--- src/rtl/eth_sched_pkg.sv ---
// Shared constants, state encoding and round-robin helper
// for the GMII transmit scheduler.
package eth_sched_pkg;

    localparam int DEF_NPORT   = 3;
    localparam int DEF_IFG     = 12;
    localparam int DEF_TIMEOUT = 4096;

    typedef logic [1:0] state_t;

    localparam state_t S_IDLE  = 2'd0;
    localparam state_t S_GRANT = 2'd1;
    localparam state_t S_GAP   = 2'd2;

    // Port visited at step off of a search that starts after last.
    function automatic int rr_pos(
        input int last,
        input int off,
        input int n
    );
        return (last + 1 + off) % n;
    endfunction

endpackage

--- src/rtl/eth_tx_scheduler_if.sv ---
// Arbitration request/result bundle between the scheduler
// and its round-robin picker.
interface eth_tx_scheduler_if
    import eth_sched_pkg::*;
#(
    parameter int NPORT = DEF_NPORT
);

    localparam int IW = $clog2(NPORT);

    logic [NPORT-1:0] req;
    logic [IW-1:0]    last;
    logic             prio0;
    logic             valid;
    logic [IW-1:0]    idx;

    modport master (
        output req,
        output last,
        output prio0,
        input  valid,
        input  idx
    );

    modport slave (
        input  req,
        input  last,
        input  prio0,
        output valid,
        output idx
    );

endinterface

--- src/rtl/eth_rr_pick.sv ---
// Combinational winner search: port-0 priority override,
// otherwise round-robin starting after the last grant.
module eth_rr_pick
    import eth_sched_pkg::*;
#(
    parameter int NPORT = DEF_NPORT
) (
    eth_tx_scheduler_if.slave pif
);

    localparam int IW = $clog2(NPORT);

    logic [IW-1:0] v_pos;

    // Walk backwards so the earliest hit in search order wins.
    always_comb begin
        pif.valid = 1'b0;
        pif.idx   = '0;
        v_pos     = '0;
        for (int i = NPORT - 1; i >= 0; i--) begin
            v_pos = IW'(rr_pos(int'(pif.last), i, NPORT));
            if (pif.req[v_pos]) begin
                pif.valid = 1'b1;
                pif.idx   = v_pos;
            end
        end
        if (pif.prio0 && pif.req[0]) begin
            pif.valid = 1'b1;
            pif.idx   = '0;
        end
    end

endmodule

--- src/rtl/eth_tx_scheduler.sv ---
// GMII transmit arbiter: grants one requester per frame,
// enforces an inter-frame gap and a grant timeout.
module eth_tx_scheduler
    import eth_sched_pkg::*;
#(
    parameter int NPORT          = DEF_NPORT,
    parameter int PRIO0          = 1,
    parameter int IFG_CYCLES     = DEF_IFG,
    parameter int TIMEOUT_CYCLES = DEF_TIMEOUT
) (
    input  logic                     clk,
    input  logic                     rstn,
    input  logic [NPORT-1:0]         req,
    input  logic [NPORT-1:0]         done,
    output logic [NPORT-1:0]         sel,
    input  logic [NPORT-1:0]         port_tx_en,
    input  logic [8*NPORT-1:0]       port_txd,
    output logic                     gmii_tx_en,
    output logic [7:0]               gmii_txd,
    output logic                     busy,
    output logic [$clog2(NPORT)-1:0] grant_id,
    output logic                     timeout_err
);

    localparam int IW = $clog2(NPORT);
    localparam int GW = $clog2(TIMEOUT_CYCLES) + 1;
    localparam int FW = $clog2(IFG_CYCLES) + 1;

    localparam logic [GW-1:0] G_LAST = GW'(TIMEOUT_CYCLES - 1);
    localparam logic [FW-1:0] F_LAST = FW'(IFG_CYCLES - 1);
    localparam logic [IW-1:0] P_LAST = IW'(NPORT - 1);

    state_t           r_state;
    logic [NPORT-1:0] r_sel;
    logic [IW-1:0]    r_last;
    logic [IW-1:0]    r_gid;
    logic [GW-1:0]    r_gcnt;
    logic [FW-1:0]    r_ifg;
    logic             r_tx_en;
    logic [7:0]       r_txd;

    logic             w_valid;
    logic [IW-1:0]    w_idx;
    logic             w_done_g;
    logic             w_tmo;
    logic             w_en;
    logic [7:0]       w_txd;

    eth_tx_scheduler_if #(.NPORT(NPORT)) u_pick_if ();

    assign u_pick_if.req   = req;
    assign u_pick_if.last  = r_last;
    assign u_pick_if.prio0 = (PRIO0 != 0);
    assign w_valid         = u_pick_if.valid;
    assign w_idx           = u_pick_if.idx;

    eth_rr_pick #(.NPORT(NPORT)) u_pick (
        .pif (u_pick_if.slave)
    );

    // Only the holder's done counts; done beats a same-cycle timeout.
    assign w_done_g = |(done & r_sel);
    assign w_tmo    = (r_state == S_GRANT)
                   && (r_gcnt == G_LAST)
                   && !w_done_g;

    always_ff @(posedge clk or negedge rstn) begin
        if (!rstn) begin
            r_state <= S_IDLE;
            r_sel   <= '0;
            r_last  <= P_LAST;
            r_gid   <= '0;
            r_gcnt  <= '0;
            r_ifg   <= '0;
        end else begin
            case (r_state)
                S_IDLE: begin
                    if (w_valid) begin
                        r_sel   <= NPORT'(1) << w_idx;
                        r_last  <= w_idx;
                        r_gid   <= w_idx;
                        r_gcnt  <= '0;
                        r_state <= S_GRANT;
                    end
                end
                S_GRANT: begin
                    if (w_done_g || w_tmo) begin
                        r_sel   <= '0;
                        r_gcnt  <= '0;
                        r_ifg   <= '0;
                        r_state <= S_GAP;
                    end else begin
                        r_gcnt <= r_gcnt + GW'(1);
                    end
                end
                S_GAP: begin
                    if (r_ifg == F_LAST) begin
                        r_ifg   <= '0;
                        r_state <= S_IDLE;
                    end else begin
                        r_ifg <= r_ifg + FW'(1);
                    end
                end
                default: begin
                    r_sel   <= '0;
                    r_state <= S_IDLE;
                end
            endcase
        end
    end

    always_comb begin
        w_en  = |(r_sel & port_tx_en);
        w_txd = '0;
        for (int i = 0; i < NPORT; i++) begin
            w_txd = w_txd | (port_txd[8*i +: 8] & {8{r_sel[i]}});
        end
    end

    always_ff @(posedge clk or negedge rstn) begin
        if (!rstn) begin
            r_tx_en <= 1'b0;
            r_txd   <= '0;
        end else begin
            r_tx_en <= w_en;
            r_txd   <= w_txd;
        end
    end

    assign sel         = r_sel;
    assign gmii_tx_en  = r_tx_en;
    assign gmii_txd    = r_txd;
    assign busy        = (r_state != S_IDLE);
    assign grant_id    = r_gid;
    assign timeout_err = w_tmo;

endmodule
--- config.mk ---
export PLATFORM = sky130hd
export DESIGN_NAME = eth_tx_scheduler
export DESIGN_NICKNAME = d
export VERILOG_FILES = /design/src/rtl/eth_sched_pkg.sv /design/src/rtl/eth_tx_scheduler_if.sv /design/src/rtl/eth_rr_pick.sv /design/src/rtl/eth_tx_scheduler.sv
export SDC_FILE = /design/constraint.sdc
export NUM_CORES = 1
export LEC_CHECK = 0
export BUFFER_PORTS_ARGS = -buffer_cell sky130_fd_sc_hd__buf_2
export CORE_UTILIZATION = 45
export CTS_CLUSTER_SIZE = 28
export DETAILED_ROUTE_END_ITERATION = 8
export PLACE_DENSITY_LB_ADDON = 0.1
export SLEW_MARGIN = 20
export SYNTH_ARGS = -nofsm -noshare
export SYNTH_HDL_FRONTEND = slang
export SYNTH_SLANG_ARGS = --single-unit
--- constraint.sdc ---
create_clock -name clk -period 3.8 [get_ports clk]
set_input_delay 0.57 -clock clk [delete_from_list [all_inputs] [get_ports clk]]
set_output_delay 0.57 -clock clk [all_outputs]
set_load 0.005 [all_outputs]
==> reports/results.txt, run 1 <==
Final layout net count: 275
CP cell instances: a222oi_1, nand2_2, nor2_1, buf_2
Antenna Violating Nets Remaining: 0
DRT iter0 DRCs: 108
Setup TNS: 0 ps
CTS max path bufs: 2
DR DRC count: 0
Clk Latency, worst-skew pair: 280 ps
Die width: 67.5 um
Path type of the worst setup path: register to primary output
Rows: 23
First drt pass iteration count: 4
Largest net degree at the start of global routing: 36
Synth Area in XOR/XNOR: 0.00453
Final setup fails: 0
Synth Area in Compound Gates: 0.254
Number of buffers and inverters on the critical path: 1
Layout cells sized above 1: 0.287
Antenna violations before repair: 0
Setup Fix Bufs, Post-CTS: 0
Mean post-synth cell area: 10.2 um^2
Cell Pwr Density: 663 nW/um^2
Pins Over Slew Limit: 0
Critical path launch point type: register
Hpwl dp: 3.20 mm
Num CTS Buffers: 5
Crit path max-delay family: compound AO/OA/AOI/OAI gates
Mux cell area share after synthesis: 0.00583
Critical path's largest stage delay: 680 ps
Synth unique cells: 51
Global-route wire length before repair: 6.92 mm
Area occupied by multi-input gates: 933 um^2
Clock Pin Slew Worst Setup and Hold Paths: 70 ps
# IOs: 51
Count leader, synth: dfrtp_1
Core footprint: 4060 um^2
DR vias: 1711
Worst path arrival time: 2070 ps
Post-Synth Adder-Cell Area: 0.0259
CP required: 3230 ps
Ys flop type: dfrtp_1
Synth area leaders: dfrtp_1, a222oi_1, a31oi_1, inv_1, a21o_1
DIE AREA: 4560 um^2
Post-synth ARST share: 1.00
Critical path fanouts, max: 15
Max Fclk: 378 MHz
H-tree depth: 2
Max Cap Violations: 0
Largest family of logic cells by synthesized area: compound AO/OA/AOI/OAI gates
Slowest cell on crit path: a222oi_1
RSZ-0062 raised after global routing: no
Grt ovf: 0
Sink Count: 35
Starting density of the core: 0.476
Die Y: 67.5 um
Area delta synth->final: 17.9%
Number of I/O port buffers: 50
Sequential area share after synthesis: 0.454
Top cell types by occurrence after synthesis: dfrtp_1, inv_1, a31oi_1
Ys Warns: 0
Leakage power: 1.17 nW
Syn Inst Count: 190
Cell taking the most area after synthesis: dfrtp_1
Final WL: 4.40 mm
Synth Cell Area: 1930 um^2
Synth top area share: 0.440
Least-Margin Pin Slew: 764 ps
Root Buffer: clkbuf_8
HP Class: primary input to async pin
Cts hold-fix bufs: 0
Worst reg-to-reg setup slack: 1570 ps
Final Util: 0.562
Final worst path period need: 2640 ps
Simple-gate share of the synthesized area: 0.192
FILL cells: 365
GPL Wtd Cong: 0.784
Antenna Cells: 0
Total GRT Usage: 0.204
Slew margin rel.: 0.491
Clock skew: 6.63 ps
Final Hold Violating Endpoints: 0
WL per Instance: 15.3 um
Post-synth EDFFs: 0
#FFs+latches synth: 35
Via/cell ratio: 5.96
Outcome: finished, final reports clean
TritonCTS clock tree: done
Max VDD drop: 0.407 mV
Crit path capture type: primary output
Resize count post-CTS: 0
Final Cycle Share: 0.696
Number of global-route vias before repair: 1536
Syn_nets: 229
Sequential Area: 877 um^2
-- cell usage in the layout, fill, tap and decap left out, types with 2 or more instances in the layout --
cell / count
nor2b_1: 3
clkbuf_8: 7
o31a_1: 2
o2bb2ai_1: 2
nand3_1: 6
buf_2: 50
inv_1: 15
o311a_1: 2
ha_1: 4
nand2_1: 10
o21ai_0: 2
nor3_1: 6
nand4_1: 2
a22o_1: 5
and2_1: 2
a222oi_1: 10
dfrtp_1: 34
a21o_1: 7
or3_1: 4
nor4_1: 4
nor2_1: 11
and3_1: 4
a31oi_1: 12
o31ai_1: 2
o21ai_1: 6
-- per-layer routing --
metal / track usage / routed length (um) / vias up / share of wire
met5: 0 / 0 / - / 0
met4: 0.0638 / 38 / 0 / 0.0086
met3: 0.0541 / 299 / 6 / 0.068
met2: 0.340 / 2120 / 71 / 0.48
met1: 0.254 / 1950 / 815 / 0.44
li1: - / - / 819 / -
-- layout make-up --
cell class | count | share of cell area
multi-input combinational | 129 | 0.409
sequential | 35 | 0.385
timing repair buffer | 50 | 0.110
clock buffer | 8 | 0.0439
tap | 50 | 0.0274
inverter | 15 | 0.0247
-- worst reg2reg max path, cell delays in order, from the launching register on --
cell,delay [ps]
dfrtp_1,510
a222oi_1,680
nand2_2,330
or4_1,570
o21ai_1,80
-- flip-flops by register name, indices dropped and copies added, names as in the netlist --
name / flops
r_gcnt: 13
gmii_txd: 8
r_ifg: 5
sel: 3
r_last: 2
r_state: 2
gmii_tx_en: 1
grant_id: 1
-- per-stage QoR --
step | setup WS (ps) | hold WS, ps | power [mW] | std cells | area [um^2]
2_1_floorplan | 1670 | 274 | 1.04 | 190 | 1930
4_1_cts | 1120 | 393 | 1.52 | 287 | 2280
5_1_grt | 1020 | 436 | 1.62 | 287 | 2280
3_3_place_gp | 1400 | 463 | 1.20 | 279 | 2180
6_report | 1160 | 361 | 1.51 | 287 | 2280
3_5_place_dp | 1350 | 466 | 1.22 | 279 | 2180
-- where the power goes --
group	internal, mW	total, mW	switching (mW)	leakage [nW]
Clock	0.165	0.293	0.127	0.0515
Sequential	0.482	0.602	0.120	0.465
Combinational	0.277	0.617	0.340	0.658
Total	0.924	1.51	0.588	1.17
-- kinds of logic (layout without fill, tap and decap cells) --
group | after synthesis | in the layout
adder cells (fa/ha/maj) | 4 | 4
AND/OR/NAND/NOR | 63 | 63
multiplexers | 1 | 1
AO/OA/AOI/OAI | 60 | 60
flip-flops | 35 | 35
buffers and inverters | 26 | 73
XOR/XNOR | 1 | 1
-- worst paths after layout --
| path | from | endpoint | cells after the start |
|---|---|---|---|
| worst min-delay path | rstn | r_gcnt[10] | 1 |
| worst min register to register | grant_id[1] | grant_id[1] | 1 |
| max in group asynchronous | rstn | gmii_txd[2] | 1 |
| min in group clk | grant_id[1] | grant_id[1] | 1 |
| worst max-delay path | sel[0] | timeout_err | 4 |
| worst max register to register | sel[0] | r_gcnt[3] | 4 |
(Power assumes the default switching activity.)
==> run 2, diff against run 1 <==
==> constraint.sdc (replaced) <==
create_clock -name clk -period 2.51 [get_ports clk]
set_input_delay 0.3765 -clock clk [delete_from_list [all_inputs] [get_ports clk]]
set_output_delay 0.3765 -clock clk [all_outputs]
set_load 0.005 [all_outputs]
==> run 2 against run 1 <==
Count of clock-buffer cells in the layout shrank 2. Worst setup slack lost 1000 ps. Clock power grew 80%. Largest cell class unchanged. Combinational power grew 52%.
==> reports/results.txt, run 2 (synthesis results as in run 1) <==
Worst path arrival time: 2000 ps
Global-route wire length before repair: 7.22 mm
Starting density of the core: 0.476
Rows: 23
WL per Instance: 15.3 um
DRT iter0 DRCs: 158
Number of global-route vias before repair: 1656
Final worst path period need: 2380 ps
Design area: 2310 um^2
DP Cell Count: 281
Root Buffer: clkbuf_8
WHS: 160 ps
Largest net degree at the start of global routing: 36
Antenna Violating Nets Remaining: 0
Path type of the worst setup path: register to primary output
RR Startpoint: r_last[1]
Num CTS Buffers: 5
Via/cell ratio: 5.90
Pins Over Slew Limit: 0
Final Hold Violating Endpoints: 0
CP cell instances: ha_1, nand4_4, or4_4, nor2_1, buf_2
# IOs: 51
Max Cap Violations: 0
Layout cells sized above 1: 0.297
Die Y: 67.5 um
Antenna Cells: 0
DR DRC count: 0
Critical path's largest stage delay: 650 ps
Total power: 2.38 mW
Grt ovf: 0
First drt pass iteration count: 4
Critical path launch point type: register
DR vias: 1706
Clock Pin Slew Worst Setup and Hold Paths: 70 ps
RSZ-0062 raised after global routing: no
Resize count post-CTS: 0
GPL Wtd Cong: 0.856
Finished Layout Cells: 289
Worst reg-to-reg setup slack: 310 ps
Most common cell after layout, fill and taps aside: buf_2
Number of I/O port buffers: 50
Slew margin rel.: 0.489
HP Class: primary input to async pin
Die width: 67.5 um
DIE AREA: 4560 um^2
Area delta synth->final: 19.6%
Core footprint: 4060 um^2
Leakage power: 1.19 nW
TritonCTS clock tree: done
Setup Fix Bufs, Post-CTS: 0
Cts hold-fix bufs: 0
CTS max path bufs: 2
Slowest cell on crit path: or4_4
Max Fclk: 420 MHz
Placed Area: 2190 um^2
Final layout net count: 277
Final Cycle Share: 0.948
Setup TNS: 0 ps
Antenna violations before repair: 0
Final setup fails: 0
Cell Pwr Density: 1030 nW/um^2
Crit path capture type: primary output
Clk Latency, worst-skew pair: 290 ps
Final WL: 4.41 mm
Total GRT Usage: 0.214
Max VDD drop: 0.584 mV
H-tree depth: 2
Most frequent cells in the layout: buf_2, dfrtp_1, inv_1
Max FFs per register: 13
FILL cells: 352
Hpwl dp: 3.16 mm
Least-Margin Pin Slew: 767 ps
Outcome: finished, final reports clean
Critical path fanouts, max: 11
Sink Count: 35
Worst Setup SP: r_gcnt[0]
CP required: 2130 ps
Clock skew: 3.79 ps
Most flop-heavy register: r_gcnt
run 2: stage by stage:
| stage | utilization | setup slack (ps) |
|---|---|---|
| global placement | 0.541 | 443 |
| floorplan | - | 577 |
| global route | 0.570 | 49.7 |
| finish | 0.570 | 132 |
| CTS | 0.570 | 120 |
| detailed placement | 0.541 | 344 |
run 2: final timing paths:
check                              end  cells after the start
hold reg to reg            grant_id[1]                      1
setup / recovery           timeout_err                      5
setup reg to reg            r_gcnt[10]                      6
max in group asynchronous  gmii_txd[7]                      1
hold / removal               r_gcnt[5]                      1
min in group clk           gmii_txd[4]                      3
run 2: final cells by class:
| cell class | instances | area, um^2 | share of cell area |
|---|---|---|---|
| clock buffers | 6 | 82.6 | 0.0357 |
| repair buffers | 52 | 265 | 0.115 |
| inverters | 15 | 56.3 | 0.0244 |
| well taps | 50 | 62.6 | 0.0271 |
| clock inverters | 2 | 35.0 | 0.0152 |
| multi-input cells | 129 | 933 | 0.404 |
| flip-flops and latches | 35 | 877 | 0.379 |
run 2: worst max-delay path: cells and delay by family (launching register included):
kind | cells | cell delay (ps)
adders and majority gates | 1 | 260
buffers and inverters | 1 | 120
DFF | 1 | 390
and+or+nand+nor | 3 | 950
run 2: power breakdown:
group | leakage (nW) | switching (mW) | internal [mW]
logic | 0.668 | 0.510 | 0.428
clock network | 0.0612 | 0.206 | 0.321
registers | 0.465 | 0.186 | 0.730
run 2: routing by layer:
| metal | vias to the layer above | track usage | routed length, um |
|---|---|---|---|
| met3 | 7 | 0.0372 | 248 |
| met1 | 804 | 0.254 | 1900 |
| met4 | 0 | 0.112 | 68 |
| li1 | 822 | - | - |
| met2 | 73 | 0.366 | 2190 |
| met5 | - | 0 | 0 |
